**src/rtl/display_pkg.sv**
```systemverilog
// Shared constants for the 4-digit multiplexed 7-segment display path.
package display_pkg;

  localparam int unsigned BCD_W = 4;

  localparam logic [1:0] SLOT_THOU = 2'd0;
  localparam logic [1:0] SLOT_HUND = 2'd1;
  localparam logic [1:0] SLOT_TEN  = 2'd2;
  localparam logic [1:0] SLOT_UNIT = 2'd3;

  localparam logic [3:0] AN_OFF = 4'b1111;

endpackage

```
**src/rtl/scan_prescaler.sv**
```systemverilog
// Digit-slot prescaler: divides clk into REFRESH_DIV-cycle slots and flags the blank gap.
module scan_prescaler
  import display_pkg::*;
#(
  parameter int unsigned REFRESH_DIV  = 50000,
  parameter int unsigned BLANK_CYCLES = 500,
  parameter int unsigned DIV_W        = $clog2(REFRESH_DIV)
) (
  input  logic       clk_i,
  input  logic       rst_ni,
  input  logic       enable_i,
  output logic [1:0] slot_o,
  output logic       frame_tick_o,
  output logic       in_blank_o
);

  localparam logic [DIV_W-1:0] CntMax   = DIV_W'(REFRESH_DIV - 1);
  localparam logic [DIV_W-1:0] BlankLim = DIV_W'(BLANK_CYCLES);

  logic [DIV_W-1:0] div_cnt_q, div_cnt_d;
  logic [1:0]       slot_q, slot_d;
  logic             slot_end;

  assign slot_end = (div_cnt_q == CntMax);

  always_comb begin
    div_cnt_d = div_cnt_q;
    slot_d    = slot_q;
    if (!enable_i) begin
      // Halted scan always restarts from the first slot's blank gap.
      div_cnt_d = '0;
      slot_d    = SLOT_THOU;
    end else if (slot_end) begin
      div_cnt_d = '0;
      slot_d    = slot_q + 2'd1;
    end else begin
      div_cnt_d = div_cnt_q + DIV_W'(1);
    end
  end

  always_ff @(posedge clk_i) begin
    if (!rst_ni) begin
      div_cnt_q <= '0;
      slot_q    <= SLOT_THOU;
    end else begin
      div_cnt_q <= div_cnt_d;
      slot_q    <= slot_d;
    end
  end

  always_comb begin
    slot_o       = slot_q;
    frame_tick_o = enable_i && (slot_q == SLOT_UNIT) && slot_end;
    in_blank_o   = (div_cnt_q < BlankLim);
  end

endmodule

```
**src/rtl/display_scan_scheduler.sv**
```systemverilog
// Display scan scheduler: slot sequencing, anode decode and frame-synchronous digit update.
module display_scan_scheduler
  import display_pkg::*;
#(
  parameter int unsigned REFRESH_DIV  = 50000,
  parameter int unsigned BLANK_CYCLES = 500,
  parameter int unsigned DIV_W        = $clog2(REFRESH_DIV)
) (
  input  logic               clk,
  input  logic               rst_n,
  input  logic               enable,
  input  logic               lz_blank,
  input  logic               upd_valid,
  input  logic [4*BCD_W-1:0] upd_bcd,
  output logic               upd_ready,
  output logic [BCD_W-1:0]   thousand,
  output logic [BCD_W-1:0]   hund,
  output logic [BCD_W-1:0]   ten,
  output logic [BCD_W-1:0]   unit,
  output logic [1:0]         anode_sel,
  output logic [3:0]         an_n,
  output logic               frame_tick
);

  logic [1:0] slot;
  logic       scan_tick;
  logic       in_blank;

  scan_prescaler #(
    .REFRESH_DIV  (REFRESH_DIV),
    .BLANK_CYCLES (BLANK_CYCLES),
    .DIV_W        (DIV_W)
  ) u_prescaler (
    .clk_i        (clk),
    .rst_ni       (rst_n),
    .enable_i     (enable),
    .slot_o       (slot),
    .frame_tick_o (scan_tick),
    .in_blank_o   (in_blank)
  );

  logic [4*BCD_W-1:0] shadow_q, shadow_d;
  logic [4*BCD_W-1:0] display_q, display_d;
  logic               pending_q, pending_d;
  logic               accept;
  logic               commit;
  logic               lead_zero;

  assign accept = upd_valid && upd_ready;
  // A dark display cannot tear, so disabling commits immediately.
  assign commit = pending_q && (scan_tick || !enable);

  always_comb begin
    shadow_d  = shadow_q;
    display_d = display_q;
    pending_d = pending_q;
    if (commit) begin
      display_d = shadow_q;
      pending_d = 1'b0;
    end
    if (accept) begin
      shadow_d  = upd_bcd;
      pending_d = 1'b1;
    end
  end

  always_ff @(posedge clk) begin
    if (!rst_n) begin
      shadow_q  <= '0;
      display_q <= '0;
      pending_q <= 1'b0;
    end else begin
      shadow_q  <= shadow_d;
      display_q <= display_d;
      pending_q <= pending_d;
    end
  end

  assign lead_zero = lz_blank && (slot == SLOT_THOU) &&
                     (display_q[4*BCD_W-1 -: BCD_W] == '0);

  // Outputs are forced quiet combinationally while reset is asserted.
  always_comb begin
    upd_ready  = rst_n && !pending_q;
    frame_tick = rst_n && scan_tick;
    anode_sel  = rst_n ? slot : SLOT_THOU;
    {thousand, hund, ten, unit} = rst_n ? display_q : '0;
    an_n = AN_OFF;
    if (rst_n && enable && !in_blank && !lead_zero) begin
      an_n = ~(4'b1000 >> slot);
    end
  end

endmodule

```
**config.mk**
```make
export PLATFORM = sky130hd
export DESIGN_NAME = display_scan_scheduler
export DESIGN_NICKNAME = d
export VERILOG_FILES = /design/src/rtl/display_pkg.sv /design/src/rtl/scan_prescaler.sv /design/src/rtl/display_scan_scheduler.sv
export SDC_FILE = /design/constraint.sdc
export NUM_CORES = 1
export LEC_CHECK = 0
export CAP_MARGIN = 5
export CORE_ASPECT_RATIO = 1.75
export CORE_MARGIN = 3
export CORE_UTILIZATION = 40
export CTS_BUF_LIST = sky130_fd_sc_hd__clkbuf_4
export CTS_CLUSTER_SIZE = 25
export DETAILED_ROUTE_END_ITERATION = 8
export PLACE_DENSITY_LB_ADDON = 0.15
export SLEW_MARGIN = 30
export SYNTH_ARGS = -nofsm -noshare
export SYNTH_HDL_FRONTEND = slang
export SYNTH_SLANG_ARGS = --single-unit
```
**constraint.sdc**
```tcl
create_clock -name clk -period 5.8 [get_ports clk]
set_clock_uncertainty 0.05 [all_clocks]
set_input_delay 0.58 -clock clk [delete_from_list [all_inputs] [get_ports clk]]
set_output_delay 0.58 -clock clk [all_outputs]
set_load 0.03 [all_outputs]
```
* Yosys cells after proc, flatten, opt, wreduce, memory -nomap -nowiden
Index checks and enable logic that the tools add are counted.
** Cells by class
- Add/subtract/negate cells :: 2
- $lt $le $gt $ge :: 1
- Eq/ne operators :: 2
- Shift operators :: 1
- Mux-type cells :: 5
- Bitwise logic cells :: 3
- Reduce and logical (&&, ||, !) cells :: 21
** Operators by type and width (number)
- $add A16 B1 Y16 const B :: 1
- $eq A16 B16 Y1 const B :: 1
- $lt A16 B9 Y1 const B :: 1
- $mux W16 :: 1
- $logic_and A1 B1 Y1 :: 11
- $logic_not A1 Y1 :: 4
- $logic_not A4 Y1 :: 1
- $mux W4 :: 1
- $not A4 Y4 :: 1
- $shr A4 B2 Y4 const A :: 1
- $reduce_or A3 Y1 :: 1
- $add A2 B1 Y2 const B :: 1
- $eq A2 B2 Y1 const B :: 1
- $logic_not A2 Y1 :: 1
- $mux W1 :: 2
- $mux W2 :: 1
- $not A1 Y1 :: 2
- $reduce_and A2 Y1 :: 1
- $reduce_bool A2 Y1 :: 1
- $logic_or A1 B1 Y1 :: 1
** Storage, ports and cells
- Register bits :: 51
- Input port bits :: 21
- Output and inout port bits :: 24
- Logic and storage cells :: 40

* Logic depth before layout (Yosys ltp)
- Depth after elaboration :: 7
- Gate-level depth with buffers :: 7
- Depth with buffers taken out :: 5

* Hierarchy
A second synthesis with hierarchy kept.
** Second synthesis, totals
- Cells, all modules :: 251
- Area, all modules :: 2188.3 um^2
** Modules (own cells, without submodules)
- display_scan_scheduler :: instances 1, cells an instance 156, area each 1326.3 um^2, seq. area each 660.6 um^2
- scan_prescaler :: instances 1, cells an instance 95, area each 862.1 um^2, seq. area each 360.3 um^2

* Worst setup path before layout
OpenSTA, ideal clock, no wires.
- Kind :: register -> output
- From :: register u_prescaler.div_cnt_q[12]
- To :: output port frame_tick
- Arrival time :: 1827 ps
- Required time :: 5170 ps
- Path slack :: 3343 ps
- Stages on the path, launching flop included :: 4
- Buffers on the path :: 0
- Cell sequence :: dfxtp_1 -> or4_4 -> or4_1 -> nor2_1
** On the way
- Cells in the longest elaborated chain, start to end :: 3
** Ends and longest elaborated chain
- start, declared :: line scan_prescaler.sv:20 : logic [DIV_W-1:0] div_cnt_q, div_cnt_d;
- start signal, assigned :: line scan_prescaler.sv:46 : div_cnt_q <= div_cnt_d;
- $eq A16 B16 Y1 :: line scan_prescaler.sv:24 : assign slot_end = (div_cnt_q == CntMax);
- $logic_and A1 B1 Y1 :: line scan_prescaler.sv:53 : frame_tick_o = enable_i && (slot_q == SLOT_UNIT) && slot_end;
- $logic_and A1 B1 Y1 :: line display_scan_scheduler.sv:85 : frame_tick = rst_n && scan_tick;
- end, declared :: line display_scan_scheduler.sv:22 : output logic frame_tick
No other way between the ends.

* Worst setup path after layout
- From :: register u_prescaler.div_cnt_q[12]
- To :: output port an_n[2]
** On the way
- Cells in the longest elaborated chain, start to end :: 5
** Ends and longest elaborated chain
- $lt A16 B9 Y1 :: line scan_prescaler.sv:54 : in_blank_o = (div_cnt_q < BlankLim);
- $logic_not A1 Y1 :: line display_scan_scheduler.sv:89 : if (rst_n && enable && !in_blank && !lead_zero) begin
- $logic_and A1 B1 Y1 (2 in a row) :: line display_scan_scheduler.sv:89
- $mux W4 :: line display_scan_scheduler.sv:89
- end, declared :: line display_scan_scheduler.sv:21 : output logic [3:0] an_n,
No other way between the ends.

==> flow_summary.ini <==
[placement]
port_buffers = 44
dp_hpwl_um = 3650
pre_cts_ws_ns = 2.55
gp_congestion = 0.823

[cts]
root_buffer = clkbuf_4
cts_hold_buf = 0
cts_made_buffers = 5
cts_sinks = 51
cts-htree-levels = 2
clk_latency_ns = 0.36
path_clk_slew_ns = 0.13
cts_setup_buffers = 0
cts_tree = yes
clock_path_buffers = 2
cts_resized = 0

[synth]
synth_area_per_cell_um2 = 8.27
synth-edff-count = 0
syn_inst = 274
ys_seq_area_frac = 0.451
yosysWarnings = 0
yosys_most_used_dff = dfxtp_1
synth_top_area_frac = 0.451
synth_nets = 300
synthArstFlopShare = 0
ys_ff_latch = 51
synth_top_area_cell = dfxtp_1
synth.distinct_cells = 34
synth.most_common_cell = dfxtp_1
synth_area_leaders = dfxtp_1 (45%), o21ai_0 (7.3%), nand2_1 (7.0%), and2_1 (4.7%), xnor2_1 (4.3%)
synthTopCellsByCount = dfxtp_1 (51), nand2_1 (42), o21ai_0 (33)
netlist_area_um2 = 2270

[die]
boundaryPins = 45
die_h_um = 106
die_x_um = 62.9
die_area_um2 = 6640
core_um2 = 5390
placementRows = 35
initial_core_util = 0.421

[critical_path]
start_kind = flop
crit_arrival_ns = 2.71
crit_slowest_cell = clkdlybuf4s50_1
worstPathMaxFanout = 6
cp_cell_sequence = or4_4 > or4_1 > o21a_1 > nand2_1 > clkdlybuf4s50_1
crit_path_max_incr_delay_ns = 0.66
worstSetupEndpointType = output port
crit_required_ns = 5.17
worstSetupPathType = flop to output port

[timing]
hold_viol_final = 0
tns_ns = 0
clock.fmax_mhz = 299
finalSetupViolations = 0
fin_ws_ns = 2.46
relSlewSlack = 0.435
period_minus_slack_ns = 3.34
worstMarginPinSlew_ns = 0.848
rsz0062_at_grt = false
slew_viol_final = 0
min_period_over_period = 0.576

[layout]
final_util = 0.519
n_antenna_cell = 0
final_nets = 337
drive_gt1_frac = 0.0386
regArea_um2 = 1020
multi_input_area_um2 = 1130
layout-area-overhead-vs-synth_pct = 23.5
nFillCells = 532

[grt]
antenna_found_initial = 0
gr-total-overflow = 0
grt_pass1_vias = 1768
grt_max_degree = 37
grt_pass1_wl_um = 8110
grt_usage = 0.152

[routing]
drt-vias-per-instance = 4.96
dr_total_vias = 1911
drc = 0
first_iter_violations = 56
wirelength_um = 4880
avgRoutedWirePerCell_um = 12.7
first_pass_iters = 4
antenna_left = 0

[power_and_ir_drop]
cellLeakagePower_nw = 0.940
ir_drop_uv = 128
powerDensity_nw_per_um2 = 222

[flow_run]
max-cap-violations = 0

[outcome]
outcome = completed

[hold_path]
min_path_type = flop to flop
==> critical path, delay by kind of cell (launching register included) <==
family	cells	cell delay (ns)
flops	1	0.37
simple gates	3	1.08
buf+inv	1	0.66
compound gates	1	0.24
==> sequential cells by signal, summed over array words and instances (netlist names) <==
signal,cells
display_q,16
pending_q,1
shadow_q,16
u_prescaler.div_cnt_q,16
u_prescaler.slot_o,2
==> metrics by stage <==
step	cells	power (W)	cell area, um^2	hold slack, ns
6_report	385	0.000620	2800	0.412
5_1_grt	385	0.000648	2800	0.435
4_1_cts	385	0.000628	2800	0.418
3_5_place_dp	378	0.000431	2720	0.399
3_3_place_gp	378	0.000430	2720	0.394
2_1_floorplan	274	0.000408	2270	0.379
==> power breakdown <==
part / total [W] / switching [W] / internal (W)
clock: 0.000198 / 0.000104 / 0.0000937
sequential: 0.000370 / 0.00000818 / 0.000362
combinational: 0.0000518 / 0.0000285 / 0.0000233
total: 0.000620 / 0.000141 / 0.000479
==> final timing paths <==
check / from / end / slack, ns / cells after the start
setup / recovery: u_prescaler.div_cnt_q[12] / an_n[2] / 2.46 / 5
hold / removal: shadow_q[10] / display_q[10] / 0.41 / 2
setup reg to reg: u_prescaler.div_cnt_q[12] / display_q[0] / 3.56 / 4
hold reg to reg: shadow_q[10] / display_q[10] / 0.41 / 2
==> cell families after synthesis <==
logic type | count (synthesis) | share of synthesized area
adders and majority gates | 5 | 0.0276
muxes | 1 | 0.00442
xor gates and xnor gates | 13 | 0.0502
AOI/OAI and AO/OA | 58 | 0.144
buffers and inverters | 22 | 0.0486
and+or+nand+nor | 124 | 0.275
DFF | 51 | 0.451
==> placed cells by master, fill, tap and decap left out, types with 2 or more instances in the layout <==
| cell | n |
|---|---|
| a21oi_1 | 16 |
| and2_1 | 17 |
| clkbuf_4 | 6 |
| clkdlybuf4s50_1 | 44 |
| dfxtp_1 | 51 |
| ha_1 | 5 |
| inv_1 | 7 |
| nand2_1 | 42 |
| nand3_1 | 19 |
| nand4_1 | 5 |
| nor2_1 | 22 |
| nor3_1 | 3 |
| nor4_1 | 4 |
| o21ai_0 | 33 |
| o21ai_1 | 4 |
| or3_1 | 2 |
| or4_1 | 3 |
| xnor2_1 | 11 |
| xor2_1 | 2 |
==> layout make-up <==
class                           count  share of cell area
Sequential cell                    51               0.365
Clock buffer                        6              0.0161
Timing Repair Buffer               45               0.160
Clock inverter                      1              0.0107
Tap cell                           74              0.0331
Multi-Input combinational cell    201               0.406
Inverter                            7             0.00939
==> metal layers <==
layer  track usage  vias to the layer above  wire length (um)
met3        0.0330                        6               137
met5             0                        -                 0
met1         0.166                      872              2030
met2         0.280                       27              2630
li1              -                     1006                 -
met4        0.0569                        0                79
Note: power is estimated with default switching activity, not from simulation.
